<file path="src/rtl/alu_chain_ctrl.sv">
// Multi-word ALU sequencer: streams two operand banks LSW-first through an external
// 32-bit ALU with carry ripple. Define ALU_CHAIN_OVF_EN to enable signed-overflow status.
module alu_chain_ctrl #(
    parameter int WORDS = 4,
    parameter int AW    = $clog2(WORDS)
) (
    input  logic          clk,
    input  logic          rst,
    input  logic          wr_en,
    input  logic          wr_sel,
    input  logic [AW-1:0] wr_addr,
    input  logic [31:0]   wr_data,
    input  logic          start,
    input  logic [2:0]    op,
    input  logic [AW:0]   len,
    input  logic [AW-1:0] rd_addr,
    output logic [31:0]   rd_data,
    output logic          busy,
    output logic          done,
    output logic          carry_out,
    output logic          zero_out,
    output logic          ovf_out,
    output logic [31:0]   alu_A,
    output logic [31:0]   alu_B,
    output logic          alu_Cin,
    output logic [4:0]    alu_Card,
    input  logic [31:0]   alu_F,
    input  logic          alu_Cout,
    input  logic          alu_Zero
);

    typedef enum logic [1:0] {
        S_IDLE = 2'd0,
        S_RUN  = 2'd1,
        S_DONE = 2'd2
    } state_t;

    localparam logic [AW:0]   MAX_LEN = (AW+1)'(WORDS);
    localparam logic [AW:0]   LEN_ONE = (AW+1)'(1);
    localparam logic [AW-1:0] IDX_ONE = AW'(1);

    state_t        state_q, state_d;
    logic [AW-1:0] idx_q, idx_d;
    logic [2:0]    op_q, op_d;
    logic [AW:0]   len_q, len_d;
    logic          carry_q, carry_d;
    logic          zero_acc_q, zero_acc_d;
    logic          carry_out_q, carry_out_d;
    logic          zero_out_q, zero_out_d;

    logic [31:0]   bank_a_q [WORDS];
    logic [31:0]   bank_b_q [WORDS];
    logic [31:0]   result_q [WORDS];

    logic          last_word;
    logic          is_arith;
    logic          launch;
    logic          a_we, b_we, res_we;
    logic [AW:0]   len_eff;

    assign last_word = ({1'b0, idx_q} == (len_q - LEN_ONE));
    assign is_arith  = (op_q < 3'd3);
    assign launch    = (state_q == S_IDLE) && start;
    // Lengths beyond the bank depth are clamped rather than wrapping the index.
    assign len_eff   = (len > MAX_LEN) ? MAX_LEN : len;

    assign a_we   = (state_q == S_IDLE) && wr_en && !wr_sel;
    assign b_we   = (state_q == S_IDLE) && wr_en &&  wr_sel;
    assign res_we = (state_q == S_RUN);

    assign rd_data   = result_q[rd_addr];
    assign busy      = (state_q != S_IDLE);
    assign done      = (state_q == S_DONE);
    assign carry_out = carry_out_q;
    assign zero_out  = zero_out_q;

    always_comb begin
        alu_A    = '0;
        alu_B    = '0;
        alu_Cin  = 1'b0;
        alu_Card = '0;
        if (state_q == S_RUN) begin
            alu_A   = bank_a_q[idx_q];
            alu_B   = bank_b_q[idx_q];
            alu_Cin = carry_q;
            // Arithmetic codes: even = first word (no carry in), odd = chained word.
            if (is_arith) begin
                alu_Card = {1'b0, op_q, 1'b0} + ((idx_q == '0) ? 5'd0 : 5'd1);
            end else begin
                alu_Card = {2'b00, op_q} + 5'd7;
            end
        end
    end

    always_comb begin
        state_d     = state_q;
        idx_d       = idx_q;
        op_d        = op_q;
        len_d       = len_q;
        carry_d     = carry_q;
        zero_acc_d  = zero_acc_q;
        carry_out_d = carry_out_q;
        zero_out_d  = zero_out_q;
        case (state_q)
            S_IDLE: begin
                if (start) begin
                    carry_out_d = 1'b0;
                    if (len == '0) begin
                        zero_out_d = 1'b1;
                        state_d    = S_DONE;
                    end else begin
                        zero_out_d = 1'b0;
                        op_d       = op;
                        len_d      = len_eff;
                        idx_d      = '0;
                        carry_d    = 1'b0;
                        zero_acc_d = 1'b1;
                        state_d    = S_RUN;
                    end
                end
            end
            S_RUN: begin
                carry_d    = alu_Cout;
                zero_acc_d = zero_acc_q & alu_Zero;
                idx_d      = idx_q + IDX_ONE;
                if (last_word) begin
                    carry_out_d = alu_Cout;
                    zero_out_d  = zero_acc_q & alu_Zero;
                    state_d     = S_DONE;
                end
            end
            S_DONE: begin
                state_d = S_IDLE;
            end
            default: begin
                state_d = S_IDLE;
            end
        endcase
    end

    always_ff @(posedge clk) begin
        if (rst) begin
            state_q     <= S_IDLE;
            idx_q       <= '0;
            op_q        <= '0;
            len_q       <= '0;
            carry_q     <= 1'b0;
            zero_acc_q  <= 1'b0;
            carry_out_q <= 1'b0;
            zero_out_q  <= 1'b0;
        end else begin
            state_q     <= state_d;
            idx_q       <= idx_d;
            op_q        <= op_d;
            len_q       <= len_d;
            carry_q     <= carry_d;
            zero_acc_q  <= zero_acc_d;
            carry_out_q <= carry_out_d;
            zero_out_q  <= zero_out_d;
        end
    end

    // Operand and result storage is deliberately left out of reset.
    always_ff @(posedge clk) begin
        if (a_we) begin
            bank_a_q[wr_addr] <= wr_data;
        end
        if (b_we) begin
            bank_b_q[wr_addr] <= wr_data;
        end
        if (res_we) begin
            result_q[idx_q] <= alu_F;
        end
    end

`ifdef ALU_CHAIN_OVF_EN
    logic ovf_q, ovf_d;
    logic ovf_word;
    logic sign_a, sign_b, sign_f;

    assign sign_a = alu_A[31];
    assign sign_b = alu_B[31];
    assign sign_f = alu_F[31];

    always_comb begin
        ovf_word = 1'b0;
        case (op_q)
            3'd0:    ovf_word = (sign_a == sign_b) && (sign_f != sign_a);
            3'd1:    ovf_word = (sign_a != sign_b) && (sign_f != sign_a);
            3'd2:    ovf_word = (sign_a != sign_b) && (sign_f != sign_b);
            default: ovf_word = 1'b0;
        endcase
    end

    always_comb begin
        ovf_d = ovf_q;
        if (launch) begin
            ovf_d = 1'b0;
        end else if ((state_q == S_RUN) && last_word) begin
            ovf_d = ovf_word;
        end
    end

    always_ff @(posedge clk) begin
        if (rst) begin
            ovf_q <= 1'b0;
        end else begin
            ovf_q <= ovf_d;
        end
    end

    assign ovf_out = ovf_q;
`else
    assign ovf_out = 1'b0;
`endif

endmodule
</file>
<file path="config.mk">
export PLATFORM = sky130hd
export DESIGN_NAME = alu_chain_ctrl
export DESIGN_NICKNAME = d
export VERILOG_FILES = /design/src/rtl/alu_chain_ctrl.sv
export SDC_FILE = /design/constraint.sdc
export NUM_CORES = 1
export LEC_CHECK = 0
export ABC_AREA = 1
export ABC_CLOCK_PERIOD_IN_PS = 7300
export CAP_MARGIN = 20
export CORE_AREA = 3 3 182 256
export CTS_BUF_LIST = sky130_fd_sc_hd__clkbuf_4 sky130_fd_sc_hd__clkbuf_8
export CTS_CLUSTER_DIAMETER = 120
export CTS_CLUSTER_SIZE = 8
export DETAILED_ROUTE_END_ITERATION = 6
export DIE_AREA = 0 0 185 259
export GPL_ROUTABILITY_DRIVEN = 1
export MAX_ROUTING_LAYER = met4
export PLACE_DENSITY = 0.56
export SYNTH_ARGS = -nofsm -noshare
export SYNTH_HDL_FRONTEND = slang
export SYNTH_SLANG_ARGS = --single-unit
</file>
<file path="constraint.sdc">
create_clock -name clk -period 7.3 [get_ports clk]
set_input_delay 1.825 -clock clk [delete_from_list [all_inputs] [get_ports clk]]
set_output_delay 1.825 -clock clk [all_outputs]
set_load 0.02 [all_outputs]
</file>
==> results.sh <==
export IMPL_async_reset_ff_share_pct=0
export IMPL_whs_path_depth=2
export IMPL_crit_path_end_kind="primary output"
export IMPL_synth_commonest_cells="384 x edfxtp_1, 347 x nor2_1, 191 x o21ai_0"
export IMPL_dieArea_sq_um=47900
export IMPL_setup_ws_ns=1.44
export IMPL_cts_sinks=400
export IMPL_slowest_stage="inv_1"
export IMPL_cp_slowest_stage_delay_ns=0.69
export IMPL_arrival_ns=4.04
export IMPL_first_pass_iters=5
export IMPL_critPathCapture="rd_data[25]"
export IMPL_rows=92
export IMPL_required_ns=5.48
export IMPL_syn_avg_cell_area_sq_um=12.9
export IMPL_placed_cells=1895
export IMPL_ys_seq_area_share_pct=76.4
export IMPL_grt_setup_unrepaired="false"
export IMPL_die_x_um=185
export IMPL_hold_viol_final=0
export IMPL_drt_iter0_drc=485
export IMPL_slew_headroom_pct=32.0
export IMPL_yosys_top_cells_area="edfxtp_1 74%, nor2_1 8.4%, o21ai_0 6.2%"
export IMPL_synth_cell_area_sq_um=15500
export IMPL_ys_types=25
export IMPL_slew_violations=0
export IMPL_outcome="finished clean"
export IMPL_die_h_um=259
export IMPL_drcViolationCount=0
export IMPL_post_cts_setup_buffers=0
export IMPL_drive_gt1_share_pct=7.84
export IMPL_drv_cap=0
export IMPL_fin_crit_sh_pct=80.3
export IMPL_worstRegToRegCells=4
export IMPL_skew_ns=0.0378
export IMPL_crit_type="in -> out"
export IMPL_synthToLayoutAreaGrowth_pct=21.2
export IMPL_power_density_nw_per_um2=247
export IMPL_io_pins=188
export IMPL_grt_pass1_wl_um=56500
export IMPL_cp_max_fo=32
export IMPL_setup_tns_ns=0
export IMPL_cts_hold_buffers=0
export IMPL_grt_util_all_layers_pct=15.7
export IMPL_pre_cts_ws_ns=1.46
export IMPL_htreeDepth=2
export IMPL_synth_warnings=0
export IMPL_hp_class="reg -> reg"
export IMPL_core_area_sq_um=44700
export IMPL_critical_path_startpoint_type="primary input"
export IMPL_rrSetupSlack_ns=4.55
export IMPL_synth_main_ff_cell="edfxtp_1"
export IMPL_drt_total_wl_um=37400
export IMPL_grt_max_degree=104
export IMPL_stdcell_count=1970
export IMPL_cpMostUsedCell="clkdlybuf4s50_1"
export IMPL_clk_pin_slew_ns=0.06
export IMPL_fin_crit_ns=5.86
export IMPL_fmax_mhz=171
export IMPL_leakage_nw=6.18
export IMPL_worstMarginPinSlew_ns=1.02
export IMPL_gpl_final_weighted_congestion=0.787
export IMPL_root_buffer="clkbuf_8"
export IMPL_cts_buffers=55
export IMPL_final_setup_viol_count=0
export IMPL_synth_top_area_share_pct=74.4
export IMPL_clock_path_buffers=3
export IMPL_wl_per_cell_um=19.0
export IMPL_worstSetupStartpoint="rd_addr[1]"
export IMPL_ys_seq_elements=400
export IMPL_ant_nets=0
export IMPL_io_buffer_count=185
export IMPL_synth_top_cell_by_area="edfxtp_1"
export IMPL_path_cells="clkdlybuf4s50_1, inv_1, o21ai_0, o22ai_1, clkdlybuf4s50_1"
export IMPL_layout_nets=1476
export IMPL_cts_tree="built"
export IMPL_timing_rr_start="state_q[0]$_SDFFE_PP0P_"
export IMPL_vias=9710
export IMPL_clock_latency_ns=0.62
export IMPL_antenna_found_initial=3
export IMPL_reg2reg_to="bank_b_q[3][16]$_DFFE_PP_"
export IMPL_grt_overflow=0
export IMPL_cts_resized=0
export IMPL_start_util_pct=34.7
export IMPL_grt_pass1_vias=9634
export IMPL_avgViaCountPerCell=4.93
export IMPL_yosysMostFrequentCell="edfxtp_1"
export IMPL_synth_cells=1200
export IMPL_dp_hpwl_um=21700
export IMPL_synth_edf_count=384
export IMPL_ir_drop_uv=163
export IMPL_final_util_pct=42.1
layer usage:
metal,vias to the layer above,track usage (%),part of all wire [%]
met5,-,-,0
met4,0,4.94,2.6
met3,75,3.45,6.3
met2,288,26.9,51
met1,4699,18.5,40
li1,4648,-,-
power by group:
group / switching [mW] / internal (mW) / total, mW
logic: 0.324 / 0.190 / 0.514
registers: 0.0255 / 2.58 / 2.60
clock network: 0.784 / 0.745 / 1.53
metrics by stage:
step | power (mW) | area [sq um] | hold WS (ns)
final | 4.65 | 18800 | 0.468
after global routing | 4.86 | 18800 | 0.488
after CTS | 4.71 | 18700 | 0.470
after detailed placement | 3.17 | 17900 | 0.460
after global placement | 3.17 | 17900 | 0.453
after floorplan | 2.93 | 15500 | 0.439
flip-flops by register name (all words and copies together), names as in the netlist, 2 cells and up, named ones only:
register and count:
op_q 3, bank_a_q 128, state_q 2, result_q 128
bank_b_q 128, len_q 3, idx_q 2
cell usage in the layout, fill, tap and decap left out, types with 4 or more instances in the layout:
cell type / n
nand2_1: 18
o21ai_0: 191
inv_1: 28
edfxtp_1: 384
clkbuf_8: 55
ha_1: 5
dfxtp_1: 14
nor3_1: 4
nor3_2: 8
o21ai_1: 6
a21oi_1: 74
clkdlybuf4s50_1: 184
nor2_4: 4
buf_4: 16
clkbuf_4: 12
nor2_1: 343
o22ai_1: 32
worst max-delay path, delay by kind of cell:
family | cells | cell delay [ns]
buffers and inverters | 3 | 1.76
AOI/OAI and AO/OA | 2 | 0.45
worst min-delay path by stage:
stage,start,end
2_1_floorplan,carry_q$_SDFFE_PP0P_,carry_q$_SDFFE_PP0P_
3_3_place_gp,carry_q$_SDFFE_PP0P_,carry_q$_SDFFE_PP0P_
3_5_place_dp,carry_q$_SDFFE_PP0P_,carry_q$_SDFFE_PP0P_
4_1_cts,carry_q$_SDFFE_PP0P_,carry_q$_SDFFE_PP0P_
5_1_grt,carry_q$_SDFFE_PP0P_,carry_q$_SDFFE_PP0P_
6_report,carry_q$_SDFFE_PP0P_,carry_q$_SDFFE_PP0P_
layout make-up:
| class | count | area, sq um |
|---|---|---|
| Antenna cell | 3 | 7.51 |
| Timing Repair Buffer | 203 | 2010 |
| Tap cell | 564 | 706 |
| Inverter | 31 | 116 |
| Sequential cell | 400 | 11900 |
| Fill cell | 4093 | 25900 |
| Multi-Input combinational cell | 699 | 3210 |
| Clock inverter | 3 | 36.3 |
| Clock buffer | 67 | 847 |
logic make-up (layout without fill, tap and decap cells):
family,after synthesis,after routing,share of synthesized area (%)
other cells,1,5,0.0242
xor+xnor,1,1,0.0565
flops,400,400,76.4
buf+inv,102,304,3.38
simple gates,385,385,9.54
compound gates,306,306,10.2
fa+ha+maj,5,5,0.403
Power figures use the tool's default switching activity.
